## config.mk

```make
export PLATFORM = sky130hd
export DESIGN_NAME = multicycle_control_unit
export DESIGN_NICKNAME = d
export VERILOG_FILES = /design/src/rtl/multicycle_control_unit.sv
export SDC_FILE = /design/constraint.sdc
export NUM_CORES = 1
export LEC_CHECK = 0
export BUFFER_PORTS_ARGS = -buffer_cell sky130_fd_sc_hd__buf_4
export CAP_MARGIN = 20
export CELL_PAD_IN_SITES_DETAIL_PLACEMENT = 2
export CELL_PAD_IN_SITES_GLOBAL_PLACEMENT = 2
export CORE_ASPECT_RATIO = 1.4
export CORE_MARGIN = 2
export CORE_UTILIZATION = 32
export CTS_CLUSTER_DIAMETER = 120
export DETAILED_ROUTE_END_ITERATION = 8
export PLACE_DENSITY_LB_ADDON = 0.1
export SETUP_SLACK_MARGIN = 0.15
export SLEW_MARGIN = 10
export SYNTH_ARGS = -nofsm -noshare
export SYNTH_HDL_FRONTEND = slang
export SYNTH_SLANG_ARGS = --single-unit
```

## constraint.sdc

```tcl
create_clock -name CLK -period 6.7 [get_ports CLK]
set_clock_uncertainty 0.2 [all_clocks]
set_input_delay 0.67 -clock CLK [delete_from_list [all_inputs] [get_ports CLK]]
set_output_delay 0.67 -clock CLK [all_outputs]
set_load 0.005 [all_outputs]
```

## src/rtl/multicycle_control_unit.sv

```systemverilog
// Multi-cycle sequencer: FETCH/DECODE/EXEC/MEM/WB with memory ready waits.
// Optional memory-wait watchdog enabled by defining MCU_WATCHDOG_EN.
module multicycle_control_unit #(
  parameter int unsigned WDOG_CYCLES = 255
) (
  input  logic        CLK,
  input  logic        RESET,
  input  logic [4:0]  opcode,
  input  logic        branch_taken,
  input  logic        imem_ready,
  input  logic        dmem_ready,
  output logic        imem_req,
  output logic        ir_load,
  output logic        pc_write,
  output logic        pc_src,
  output logic        offset_sel,
  output logic [3:0]  alu_op,
  output logic        alu_src_imm,
  output logic        reg_write,
  output logic [1:0]  wb_sel,
  output logic        dm_read,
  output logic        dm_write,
  output logic        halted,
  output logic        wdog_err,
  output logic [31:0] instr_count
);

  typedef enum logic [2:0] {
    S_FETCH,
    S_DECODE,
    S_EXEC,
    S_MEM,
    S_WB,
    S_HALT
  } state_e;

  localparam logic [4:0] OP_AR = 5'b00000;
  localparam logic [4:0] OP_T  = 5'b00001;
  localparam logic [4:0] OP_I  = 5'b00010;
  localparam logic [4:0] OP_J  = 5'b00011;
  localparam logic [4:0] OP_M  = 5'b00100;
  localparam logic [4:0] OP_L1 = 5'b00101;
  localparam logic [4:0] OP_L2 = 5'b00110;
  localparam logic [4:0] OP_Q  = 5'b00111;

  state_e      state_q, state_d;
  logic [4:0]  op_q, op_d;
  logic [31:0] cnt_q, cnt_d;
  logic        run;
  logic        st_fetch, st_exec, st_mem, st_wb;
  logic        is_j, is_m, is_l1, is_l2;
  logic        legal;
  logic        wd_trip;

  assign run      = ~RESET;
  assign st_fetch = (state_q == S_FETCH);
  assign st_exec  = (state_q == S_EXEC);
  assign st_mem   = (state_q == S_MEM);
  assign st_wb    = (state_q == S_WB);

  assign is_j  = (op_q == OP_J);
  assign is_m  = (op_q == OP_M);
  assign is_l1 = (op_q == OP_L1);
  assign is_l2 = (op_q == OP_L2);
  // Only the low eight opcodes form real classes; HLT and the rest halt
  assign legal = (op_q[4:3] == 2'b00);

  // Strobes decode from state and latched opcode; RESET silences them
  assign imem_req   = run & st_fetch;
  assign ir_load    = run & st_fetch & imem_ready;
  assign pc_write   = run & ((st_exec & (is_j | is_m))
                    | (st_mem & is_l2 & dmem_ready)
                    | st_wb);
  assign pc_src     = run & st_exec & (is_j | (is_m & branch_taken));
  assign offset_sel = run & st_exec & is_m;
  assign reg_write  = run & st_wb;
  assign dm_read    = run & st_mem & is_l1;
  assign dm_write   = run & st_mem & is_l2;
  assign halted     = (state_q == S_HALT);
  assign instr_count = cnt_q;

  // Per-class ALU and write-back selects from the latched opcode
  always_comb begin
    alu_op      = 4'b0000;
    alu_src_imm = 1'b0;
    wb_sel      = 2'b00;
    case (op_q)
      OP_AR: alu_op = 4'b0000;
      OP_T: begin
        alu_op = 4'b0001;
        wb_sel = 2'b10;
      end
      OP_I: begin
        alu_op      = 4'b0010;
        alu_src_imm = 1'b1;
      end
      OP_J: alu_op = 4'b0011;
      OP_M: alu_op = 4'b0100;
      OP_L1: begin
        alu_op      = 4'b0101;
        alu_src_imm = 1'b1;
        wb_sel      = 2'b01;
      end
      OP_L2: begin
        alu_op      = 4'b0110;
        alu_src_imm = 1'b1;
      end
      OP_Q: begin
        alu_op = 4'b0111;
        wb_sel = 2'b11;
      end
      default: alu_op = 4'b0000;
    endcase
  end

  // Sequencer next-state: waits in FETCH/MEM, HALT absorbs
  always_comb begin
    state_d = state_q;
    unique case (state_q)
      S_FETCH:  if (imem_ready) state_d = S_DECODE;
      S_DECODE: state_d = legal ? S_EXEC : S_HALT;
      S_EXEC: begin
        if (is_j | is_m)        state_d = S_FETCH;
        else if (is_l1 | is_l2) state_d = S_MEM;
        else                    state_d = S_WB;
      end
      S_MEM:    if (dmem_ready) state_d = is_l1 ? S_WB : S_FETCH;
      S_WB:     state_d = S_FETCH;
      S_HALT:   state_d = S_HALT;
      default:  state_d = S_FETCH;
    endcase
    if (wd_trip) state_d = S_HALT;
  end

  assign op_d  = ir_load ? opcode : op_q;
  assign cnt_d = cnt_q + {31'b0, pc_write};

  // State, opcode latch and retire counter
  always_ff @(posedge CLK) begin
    if (RESET) begin
      state_q <= S_FETCH;
      op_q    <= 5'b00000;
      cnt_q   <= 32'd0;
    end else begin
      state_q <= state_d;
      op_q    <= op_d;
      cnt_q   <= cnt_d;
    end
  end

`ifdef MCU_WATCHDOG_EN
  localparam int unsigned WW =
    ($clog2(WDOG_CYCLES + 1) > 8) ? $clog2(WDOG_CYCLES + 1) : 8;

  logic [WW-1:0] wcnt_q, wcnt_d;
  logic          werr_q;
  logic          wait_st, wait_rdy;

  assign wait_st  = st_fetch | st_mem;
  assign wait_rdy = st_fetch ? imem_ready : dmem_ready;
  assign wd_trip  = wait_st & ~wait_rdy
                  & (wcnt_q == WW'(WDOG_CYCLES - 1));
  assign wcnt_d   = (wait_st & ~wait_rdy) ? wcnt_q + 1'b1 : '0;
  assign wdog_err = werr_q;

  // Wait-cycle counter and sticky timeout flag
  always_ff @(posedge CLK) begin
    if (RESET) begin
      wcnt_q <= '0;
      werr_q <= 1'b0;
    end else begin
      wcnt_q <= wcnt_d;
      werr_q <= werr_q | wd_trip;
    end
  end
`else
  assign wd_trip  = 1'b0;
  assign wdog_err = 1'b0;
`endif

endmodule

```

==> summary.txt, run 1 <==
Synth
  • Post-synth EDFFs: 0
  • Mapped Area: 2112 µm²
  • FF+latch count, synth: 40
  • Asr flop ratio synth: 0%
  • Synth unique cells: 43
  • Seq/Total Area, Yosys: ~38%
  • Avg Cell Area, Syn: between 8 and 9 µm²
  • Syn. warnings: 0
  • Primary FF master, synth: dfxtp_1
  • Mapped Cells: 260

Routing
  • Via/cell ratio: 5.584
  • Routed length per instance: approximately 17 µm
  • First-pass DRT Iterations: 4
  • DRC: 0
  • Vias: 2122
  • Starting DRT DRC Count: 107
  • Antenna viol nets, final: 0
  • Final WL: around 6400 µm

Placed design
  • PortBufs: 56
  • Post-DP HPWL: roughly 4600 µm
  • Gp weighted congestion: approximately 0.75

Setup path
  • Critical Path AT: ~3900 ps
  • Crit. End Element: flop
  • CP Class: reg -> reg
  • Crit path max fanout: 11
  • Crit path required time: between 6000 and 7000 ps
  • Startpoint types: flop

Job
  • Max Cap Violations: 0

Floorplanning
  • Die width: approximately 73 µm
  • Num ports: ~60
  • Cell Rows: 35
  • Die height: ~100 µm
  • Initial Util: between 30 and 40%
  • DIE AREA: between 7000 and 8000 µm²
  • Core footprint: around 6500 µm²

Clock network
  • H-tree levels: 2
  • CTS resizes: 0
  • Clk buf depth: 2
  • Inserted Clock Buffers: 5
  • CTS tree: built
  • Clk_lat worst skew: about 290 ps
  • Reg clk slew, reported paths: 80 ps
  • # hold bufs at CTS: 0
  • Setup repair bufs after CTS: 0
  • CTS Sinks: 40
  • Root buffer cell: clkbuf_8

Timing
  • Worst hold margin: slightly below 300 ps
  • Setup TNS: 0 ps
  • Pins over their slew limit: 0
  • Maximum clock frequency: ~0.26 GHz
  • Unrepaired setup endpoints after global routing: false
  • Final setup violation count: 0
  • Slew headroom: roughly 46%
  • Final Cycle Share: 58.01%
  • Post-route minimum period: 3887 ps
  • Hold Fails Final Rpt: 0
  • Slew of the pin with the lowest slew margin: 809.0 ps

Run status
  • Status: finished, final reports clean

Global route
  • Total grt overflow: 0
  • GRT Overall Usage: a little under a fifth
  • Initial antenna violation count: 0
  • First-pass GRT wire length: between 10000 and 15000 µm
  • Vias in the first global route: 2148
  • Largest net degree at the start of global routing: between 40 and 50

Power and ir drop
  • Cell Pwr Density: 182.0 nW/µm²
  • Lkg Pwr: 1.019 nW
  • Peak VDD IR: roughly 0.094 mV
  • Total power: 0.4794 mW

Worst hold path
  • HP Class: reg -> reg

Layout
  • Synth-to-layout area growth: 24.70%
  • Diodes inserted: 0
  • Nets: approximately 320
  • Post-Route Utilization: slightly above 40%
  • Fraction of layout cells with a size suffix above 1: around a fifth
-- state kept, by name, summed over array words and instances (netlist names) --
signal       flops
op_q             5
state_q          3
instr_count     32
-- power by group --
group	total [mW]	internal (mW)	switching (mW)
Clock	0.158	0.0707	0.0874
Sequential	0.261	0.244	0.0168
Combinational	0.0603	0.0294	0.0309
-- cells in the mapped netlist (2+ instances only) --
cell,instances,area [µm²]
buf_4,2,15.01
nor2_1,19,71.32
or4_1,11,82.58
xnor2_1,6,52.55
ha_1,2,25.02
o21ai_0,8,40.04
nor4_1,3,18.77
nand4_1,6,37.54
xor2_1,7,61.31
nand3b_1,5,37.54
buf_1,2,7.510
a21oi_1,18,90.09
clkbuf_1,13,48.80
a221o_1,2,20.02
nand2_1,23,86.33
o31ai_1,11,82.58
inv_1,6,22.52
nand3_1,13,65.06
nor4b_1,2,17.52
nand2b_1,4,25.02
mux2_1,3,33.78
nor3_1,10,50.05
or4b_1,2,20.02
dfxtp_1,40,800.8
nor2b_1,7,43.79
o21bai_1,2,15.01
or3_1,8,50.05
and4_1,4,35.03
and2_1,3,18.77
and3_1,5,31.28
-- stage by stage --
step / cell area, µm² / setup WS [ps] / cells
5_1_grt: 2634 / 2530 / 380
2_1_floorplan: 2116 / 3254 / 261
4_1_cts: 2634 / 2829 / 380
6_report: 2634 / 2814 / 380
3_3_place_gp: 2552 / 2970 / 373
3_5_place_dp: 2552 / 2844 / 373
-- cell families after synthesis --
family	Yosys count	synth area share, %
and+or+nand+nor	130	35.13
xor gates and xnor gates	13	5.391
adders and majority gates	2	1.185
muxes	4	2.073
buffers and inverters	24	4.680
other	1	0.1776
DFF	40	37.91
AOI/OAI and AO/OA	46	13.45
-- layer usage --
| metal | GRT usage, % | wire, µm | vias up | share of wire [%] |
|---|---|---|---|---|
| met2 | 32.59 | 3343 | 35 | 52 |
| li1 | - | - | 1030 | - |
| met5 | 0 | 0 | - | 0 |
| met3 | 2.711 | 191 | 5 | 3.0 |
| met4 | 5.128 | 72 | 0 | 1.1 |
| met1 | 24.38 | 2803 | 1052 | 44 |
-- worst max-delay path: stages, from the launching register on --
cell     delay, ps
dfxtp_1        550
or4b_1         520
or2_1          270
nor3_1         260
a221o_1        230
ha_1           230
ha_1           260
and3_1         300
nand4_1        350
or4_1          520
a21oi_1        150
-- final timing paths --
| kind | start | endpoint | slack, ps | depth (start not counted) |
|---|---|---|---|---|
| setup reg to reg | state_q[1]$_SDFFE_PP0P_ | instr_count[30]$_SDFF_PP0_ | 2810 | 10 |
| hold / removal | instr_count[22]$_SDFF_PP0_ | instr_count[22]$_SDFF_PP0_ | 300 | 2 |
| hold reg to reg | instr_count[22]$_SDFF_PP0_ | instr_count[22]$_SDFF_PP0_ | 300 | 2 |
| setup / recovery | state_q[1]$_SDFFE_PP0P_ | instr_count[30]$_SDFF_PP0_ | 2810 | 10 |
-- layout make-up --
class	count	area, µm²
tap	74	92.59
inverter	6	22.52
clock inverter	2	12.51
fill	760	3847
multi-input combinational	197	1216
clock buffer	5	68.82
timing repair buffer	56	420.4
sequential	40	800.8
-- cells in the final DEF (no fill, tap or decap), types with 3 or more instances in the layout --
cell and count:
xnor2_1 6, dfxtp_1 40, mux2_1 3, nor2b_1 7
clkbuf_8 5, and3_1 5, and4_1 4, nor2_1 19
nand2_1 23, inv_1 6, o21ai_0 8, nand2b_1 4
and2_1 3, nand3_1 13, or4_1 11, xor2_1 7
nand3b_1 5, nor4_1 3, buf_4 56, a21oi_1 18
o31ai_1 11, nand4_1 6, or3_1 8, nor3_1 10
(Power assumes the default switching activity.)
==> inputs of run 2 (changes only) <==
--- a/config.mk
+++ b/config.mk
@@ -11,7 +11,7 @@
 export CELL_PAD_IN_SITES_GLOBAL_PLACEMENT = 2
 export CORE_ASPECT_RATIO = 1.4
 export CORE_MARGIN = 2
-export CORE_UTILIZATION = 32
+export CORE_UTILIZATION = 26
 export CTS_CLUSTER_DIAMETER = 120
 export DETAILED_ROUTE_END_ITERATION = 8
 export PLACE_DENSITY_LB_ADDON = 0.1
==> constraint.sdc (replaced) <==
create_clock -name CLK -period 3.4 [get_ports CLK]
set_clock_uncertainty 0.2 [all_clocks]
set_input_delay 0.34 -clock CLK [delete_from_list [all_inputs] [get_ports CLK]]
set_output_delay 0.34 -clock CLK [all_outputs]
set_load 0.005 [all_outputs]
==> run 2 against run 1 <==
Critical path depth is 1 lower; global-route usage is 3.0 points lower; flip-flop and latch count stayed put; routed wire length is 8.2% higher; cell count is 13% higher; utilization is 2.7 points lower; via count is 3.4% higher; clock power grew to 2.6 times the previous value; combinational power grew to 2.5 times the previous value.
==> summary.txt, run 2 (synthesized netlist as in run 1, its figures left out) <==
Job
  • Max Cap Violations: 0

Routing
  • Routed length per instance: between 15 and 20 µm
  • Vias: approximately 2200
  • Via/cell ratio: around 5.1
  • Final WL: ~6900 µm
  • First-pass DRT Iterations: 4
  • DRC: 0
  • Starting DRT DRC Count: 77
  • Antenna viol nets, final: 0

Setup path
  • Crit path required time: about 3400 ps
  • Register-to-register setup slack: about 250 ps
  • Crit. End Element: flop
  • Critical Path AT: roughly 3200 ps
  • Slowest stage cell, crit path: or4b_4
  • End of the worst register-to-register path: instr_count[29]$_SDFF_PP0_
  • CP most frequent cell: or4b_4
  • RR Startpoint: op_q[3]$_SDFFE_PP0P_
  • CP Class: reg -> reg
  • Critical Path, Cell by Cell: or4b_4 > or2_4 > nor3_4 > a221o_1 > ha_4 > nand3_4 > or4b_4 > or4_4 > a21oi_2
  • Reg2reg path depth: 9
  • Startpoint types: flop
  • Largest stage delay, worst path: 540 ps
  • Crit path max fanout: 7

Timing
  • Post-route minimum period: ~3200 ps
  • Maximum clock frequency: ~0.32 GHz
  • Final setup violation count: 0
  • Pins over their slew limit: 0
  • Worst Slack Setup Final: between 200 and 250 ps
  • Final Cycle Share: between 90% and 100%
  • Worst hold margin: around 17 ps
  • Setup TNS: 0 ps
  • Unrepaired setup endpoints after global routing: true
  • Hold Fails Final Rpt: 0

Global route
  • Total grt overflow: 0
  • Largest net degree at the start of global routing: 27
  • Initial antenna violation count: 0
  • GRT Overall Usage: between 10% and 20%
  • First-pass GRT wire length: ~11000 µm
  • Vias in the first global route: approximately 2200

Power and ir drop
  • Combinational share of power: ~14%
  • Switching Fraction: between 20% and 30%
  • Clk pwr share: approximately two fifths
  • Total power: approximately 1.1 mW
  • Int Power: 0.7730 mW
  • Psw: 0.2899 mW
  • Peak VDD IR: between 0.15 and 0.2 mV
  • Lkg Pwr: between 1 and 1.5 nW
  • Sequential share of power: 47.3%
  • Cell Pwr Density: between 300 and 400 nW/µm²

Clock network
  • Clk_lat worst skew: 300 ps
  • Root buffer cell: clkbuf_8
  • Inserted Clock Buffers: 5
  • H-tree levels: 2
  • Clk buf depth: 2
  • CTS tree: built
  • # hold bufs at CTS: 0
  • CTS Sinks: 40
  • Reg clk slew, reported paths: ~90 ps

Layout
  • Post-Route Utilization: 37.90%
  • Diodes inserted: 0
  • Fraction of layout cells with a size suffix above 1: between 30% and 40%
  • Max reg flops: 32
  • Synth-to-layout area growth: 39.93%
  • Most frequent cells in the layout: 77 x buf_4, 38 x dfxtp_1, 23 x nand2_1
  • Final non-filler cell total: between 400 and 500
  • Fillers: just over 900
  • Nets: between 300 and 400
  • Final non-filler cell area: ~3000 µm²
  • Most common cell after layout, fill and taps aside: buf_4

Worst hold path
  • Worst hold path depth: 3
  • HP Class: in -> reg
  • Hold EP: op_q[1]$_SDFFE_PP0P_
  • Min-delay src: opcode[1]

Placed design
  • Placed Area: between 2000 and 3000 µm²
  • Post-DP HPWL: ~5100 µm
  • PortBufs: 56
  • Gp weighted congestion: around 0.74
  • Placed insts: 412
  • Post-Place Worst Slack: between 30 and 40 ps

Floorplanning
  • Initial Util: 27.09%
  • Num ports: 59
  • Core footprint: between 7000 and 8000 µm²
  • DIE AREA: approximately 9000 µm²
  • Die width: ~80 µm
  • Die height: 110.6 µm
  • Cell Rows: 38

Run status
  • Status: finished, final reports clean
run 2: per-layer routing:
metal  GRT usage [%]  up-vias  part of all wire (%)
met5               0        -                     0
met4           3.390        0                  0.99
met3           2.614        6                   3.2
met2           29.11       32                    55
met1           19.11     1085                    41
li1                -     1072                     -
run 2: worst max-delay path by stage:
stage                            endpoint  slack, ps                     from  depth (start not counted)
6_report       instr_count[29]$_SDFF_PP0_        250     op_q[3]$_SDFFE_PP0P_                          9
5_1_grt        instr_count[14]$_SDFF_PP0_         80     op_q[3]$_SDFFE_PP0P_                         11
4_1_cts        instr_count[29]$_SDFF_PP0_        150     op_q[3]$_SDFFE_PP0P_                          9
3_5_place_dp   instr_count[31]$_SDFF_PP0_         40     op_q[3]$_SDFFE_PP0P_                          9
3_3_place_gp   instr_count[25]$_SDFF_PP0_        130     op_q[3]$_SDFFE_PP0P_                          9
2_1_floorplan  instr_count[31]$_SDFF_PP0_        150  state_q[2]$_SDFFE_PP0P_                         11
run 2: area by class of cell:
| cell class | count | area, µm² | share of cell area [%] |
|---|---|---|---|
| well taps | 100 | 125.1 | 4.234 |
| clock buffers | 5 | 68.82 | 2.329 |
| multi-input cells | 197 | 1304 | 44.12 |
| repair buffers | 78 | 589.3 | 19.94 |
| flip-flops and latches | 40 | 803.3 | 27.18 |
| inverters | 6 | 22.52 | 0.7621 |
| clock inverters | 3 | 42.54 | 1.439 |
run 2: critical path: cells and delay by family, from the launching register on:
kind | cells | cell delay (ps)
adder cells (fa/ha/maj) | 1 | 190
AO/OA/AOI/OAI | 2 | 370
AND/OR/NAND/NOR | 6 | 2000
flip-flops | 1 | 330
run 2: power by group through the flow:
stage	sequential, mW	combinational, mW	clock, mW
after floorplan	0.499	0.0967	0
after global placement	0.515	0.142	0
after detailed placement	0.516	0.145	0
after CTS	0.504	0.155	0.423
after global routing	0.507	0.171	0.438
final	0.503	0.152	0.408
run 2: repair_timing:
action | in CTS | in global routing
resized for setup | 10 | 8
pin swaps | 5 | 8
endpoints found under the setup margin | 16 | 17
setup buffers | 5 | 4
==> inputs of run 3 (changes only) <==
--- a/config.mk
+++ b/config.mk
@@ -5,15 +5,17 @@
 export SDC_FILE = /design/constraint.sdc
 export NUM_CORES = 1
 export LEC_CHECK = 0
+export ABC_AREA = 1
 export BUFFER_PORTS_ARGS = -buffer_cell sky130_fd_sc_hd__buf_4
 export CAP_MARGIN = 20
-export CELL_PAD_IN_SITES_DETAIL_PLACEMENT = 2
+export CELL_PAD_IN_SITES_DETAIL_PLACEMENT = 1
 export CELL_PAD_IN_SITES_GLOBAL_PLACEMENT = 2
 export CORE_ASPECT_RATIO = 1.4
 export CORE_MARGIN = 2
-export CORE_UTILIZATION = 26
+export CORE_UTILIZATION = 24
 export CTS_CLUSTER_DIAMETER = 120
 export DETAILED_ROUTE_END_ITERATION = 8
+export HOLD_SLACK_MARGIN = 0.05
 export PLACE_DENSITY_LB_ADDON = 0.1
 export SETUP_SLACK_MARGIN = 0.15
 export SLEW_MARGIN = 10
==> run 3 against run 2 <==
Synthesized cell count up 43%; routed wire length is 14% higher; combinational power rose by 60%; global-route usage is 0.52 points higher; non-clock buffer count fell by 20; design area is 0.68% higher; cell count grew 27%; die area is 16% higher; flip-flop and latch count stayed put; first-iteration DRC count fell by 26%; critical endpoint is now instr_count[18]$_SDFF_PP0_; largest cell class unchanged.
==> summary.txt, run 3 <==
Worst hold path
  • HP Class: in -> reg

Floorplanning
  • Num ports: 59
  • Die height: 119.4 µm
  • Die width: roughly 86 µm
  • DIE AREA: roughly 10000 µm²
  • Initial Util: roughly 24%
  • Core footprint: just over 9000 µm²
  • Cell Rows: 42

Synth
  • Seq/Total Area, Yosys: a little over a third
  • Ranking of synthesized cells by area: dfxtp_1 35%, nand2_1 19%, nor2_1 12%
  • Asr flop ratio synth: 0%
  • Primary FF master, synth: dfxtp_1
  • Synth unique cells: 29
  • FF+latch count, synth: 40
  • Post-synth EDFFs: 0
  • Avg Cell Area, Syn: 6.122 µm²
  • Synth top area share: between 30% and 40%
  • Post-synth top area cell: dfxtp_1
  • Mapped Cells: between 300 and 400
  • Most frequent cell after synthesis: nand2_1
  • Post-synth top cells: 117 x nand2_1, 73 x nor2_1, 41 x inv_1
  • Syn. warnings: 0
  • Mapped Area: roughly 2300 µm²

Power and ir drop
  • Sequential share of power: around two fifths
  • Cell Pwr Density: between 400 and 500 nW/µm²
  • Int Power: 0.8796 mW
  • Psw: approximately 0.38 mW
  • Combinational share of power: about a fifth
  • Peak VDD IR: between 0.15 and 0.2 mV
  • Clk pwr share: 39.1%
  • Total power: about 1.3 mW
  • Lkg Pwr: approximately 1.1 nW
  • Switching Fraction: 29.92%

Setup path
  • CP Class: reg -> reg
  • Critical Path AT: around 2800 ps
  • Crit path max fanout: 8
  • Crit. End Element: flop
  • Startpoint types: flop
  • Register-to-register setup slack: 550 ps
  • Crit path required time: between 3000 and 4000 ps

Layout
  • Max reg flops: 32
  • Most common cell after layout, fill and taps aside: nand2_1
  • Final non-filler cell total: between 500 and 600
  • Synth-to-layout area growth: 30.30%
  • Most frequent cells in the layout: 117 x nand2_1, 73 x nor2_1, 58 x buf_4
  • Fillers: roughly 1200
  • Nets: between 400 and 500
  • FF/Latch Area: between 800 and 900 µm²
  • Fraction of layout cells with a size suffix above 1: between 15 and 20%
  • Multi-input gate area: approximately 1300 µm²
  • Diodes inserted: 0

Clock network
  • # hold bufs at CTS: 0
  • Inserted Clock Buffers: 5
  • H-tree levels: 2
  • Root buffer cell: clkbuf_16
  • Clk_lat worst skew: around 290 ps
  • Reg clk slew, reported paths: about 60 ps
  • Clk buf depth: 2
  • CTS Sinks: 40
  • Setup repair bufs after CTS: 0
  • CTS tree: built

Global route
  • First-pass GRT wire length: between 10000 and 15000 µm
  • GRT met1 Usage: between 10% and 20%
  • M2 GR Usage: approximately a third
  • Initial antenna violation count: 0
  • Vias in the first global route: 2571
  • GRT Overall Usage: 16.46%
  • Top Usage Layer GRT: met2
  • Global-route met3 utilization: 3.326%
  • Total grt overflow: 0
  • Largest net degree at the start of global routing: 28

Timing
  • Final Cycle Share: 83.91%
  • Final setup violation count: 0
  • Unrepaired setup endpoints after global routing: false
  • Worst hold margin: 53.44 ps
  • Post-route minimum period: 2853 ps
  • Maximum clock frequency: between 0.3 and 0.4 GHz
  • Hold Fails Final Rpt: 0
  • Setup TNS: 0 ps
  • Pins over their slew limit: 0

Routing
  • Vias: 2480
  • Routed length per instance: 14.60 µm
  • Via/cell ratio: between 4 and 5
  • Final WL: a little under 8000 µm
  • Antenna viol nets, final: 0
  • DRC: 0
  • Starting DRT DRC Count: 57
  • First-pass DRT Iterations: 4

Run status
  • Status: finished, final reports clean

Placed design
  • Post-DP HPWL: ~6300 µm
  • Placed insts: roughly 540
  • Gp weighted congestion: between 0.7 and 0.8
  • PortBufs: between 50 and 60

Job
  • Max Cap Violations: 0
[run 3: cell count changes after synthesis, moves of 6 or more]
cell      change
nor2_1       +54
nor2_4        +6
or3_1         -8
o31ai_1       -7
inv_1        +35
clkbuf_1     -11
nor2b_1       -7
nand3_1       +8
or4_1        -11
nand2_1      +94
nor3_1        -6
[run 3: cell type report]
class / count / area share, %
clock buffer: 8 / 4.920
tap: 110 / 4.626
timing repair buffer: 58 / 14.63
sequential: 40 / 26.91
multi-input combinational: 285 / 43.61
inverter: 42 / 5.299
[run 3: power groups by stage]
stage               registers, mW  clock network (mW)  logic [mW]
floorplan                   0.525                   0       0.150
global placement            0.529                   0       0.249
detailed placement          0.531                   0       0.248
CTS                         0.521               0.508       0.249
global route                0.526               0.527       0.280
finish                      0.522               0.490       0.243
[run 3: critical path, cell delays in order, from the launching register on]
cell      delay [ps]
dfxtp_1          330
nor2_4           190
nand2_1          120
inv_1            140
nand2_1          100
nor2_1           160
nand2_1           80
nand3b_1         140
ha_1             220
ha_1             240
nand2_1          120
nor2_4           210
nand3_1          160
nor2_1           150
nand3_1           80
nand2_1           60
nor2_1            30
[run 3: final timing paths]
path                              start                         end  cells past startpoint
max                op_q[3]$_SDFFE_PP0P_  instr_count[18]$_SDFF_PP0_                     16
min                           opcode[3]        op_q[3]$_SDFFE_PP0P_                      3
max reg2reg        op_q[3]$_SDFFE_PP0P_  instr_count[18]$_SDFF_PP0_                     16
min reg2reg  instr_count[31]$_SDFF_PP0_  instr_count[31]$_SDFF_PP0_                      2
[run 3: what timing repair did]
item,in CTS,in global routing
endpoints found under the hold margin,0,0
endpoints found under the setup margin,0,6
resized for setup,0,1
[run 3: kinds of logic after synthesis]
| family | synth area share (%) |
|---|---|
| AND/OR/NAND/NOR | 44.55 |
| buffers and inverters | 8.493 |
| AO/OA/AOI/OAI | 9.480 |
| flip-flops | 35.07 |
| XOR/XNOR | 1.151 |
| adder cells (fa/ha/maj) | 1.096 |
| other | 0.1642 |
[run 3: metrics by stage]
step                      util, %  instance area, µm²  setup WS (ps)
after global placement      30.19                2824          591.8
after global routing        31.81                2975          168.5
final                       31.81                2975          546.9
after CTS                   31.75                2970          418.1
after floorplan                 -                2287          904.8
after detailed placement    30.19                2824          429.2
[run 3: layer usage]
metal / vias to the layer above / wire length [µm]
li1: 1284 / -
met1: 1143 / 3059
met2: 47 / 4459
met3: 6 / 295
met4: 0 / 112
met5: - / 0
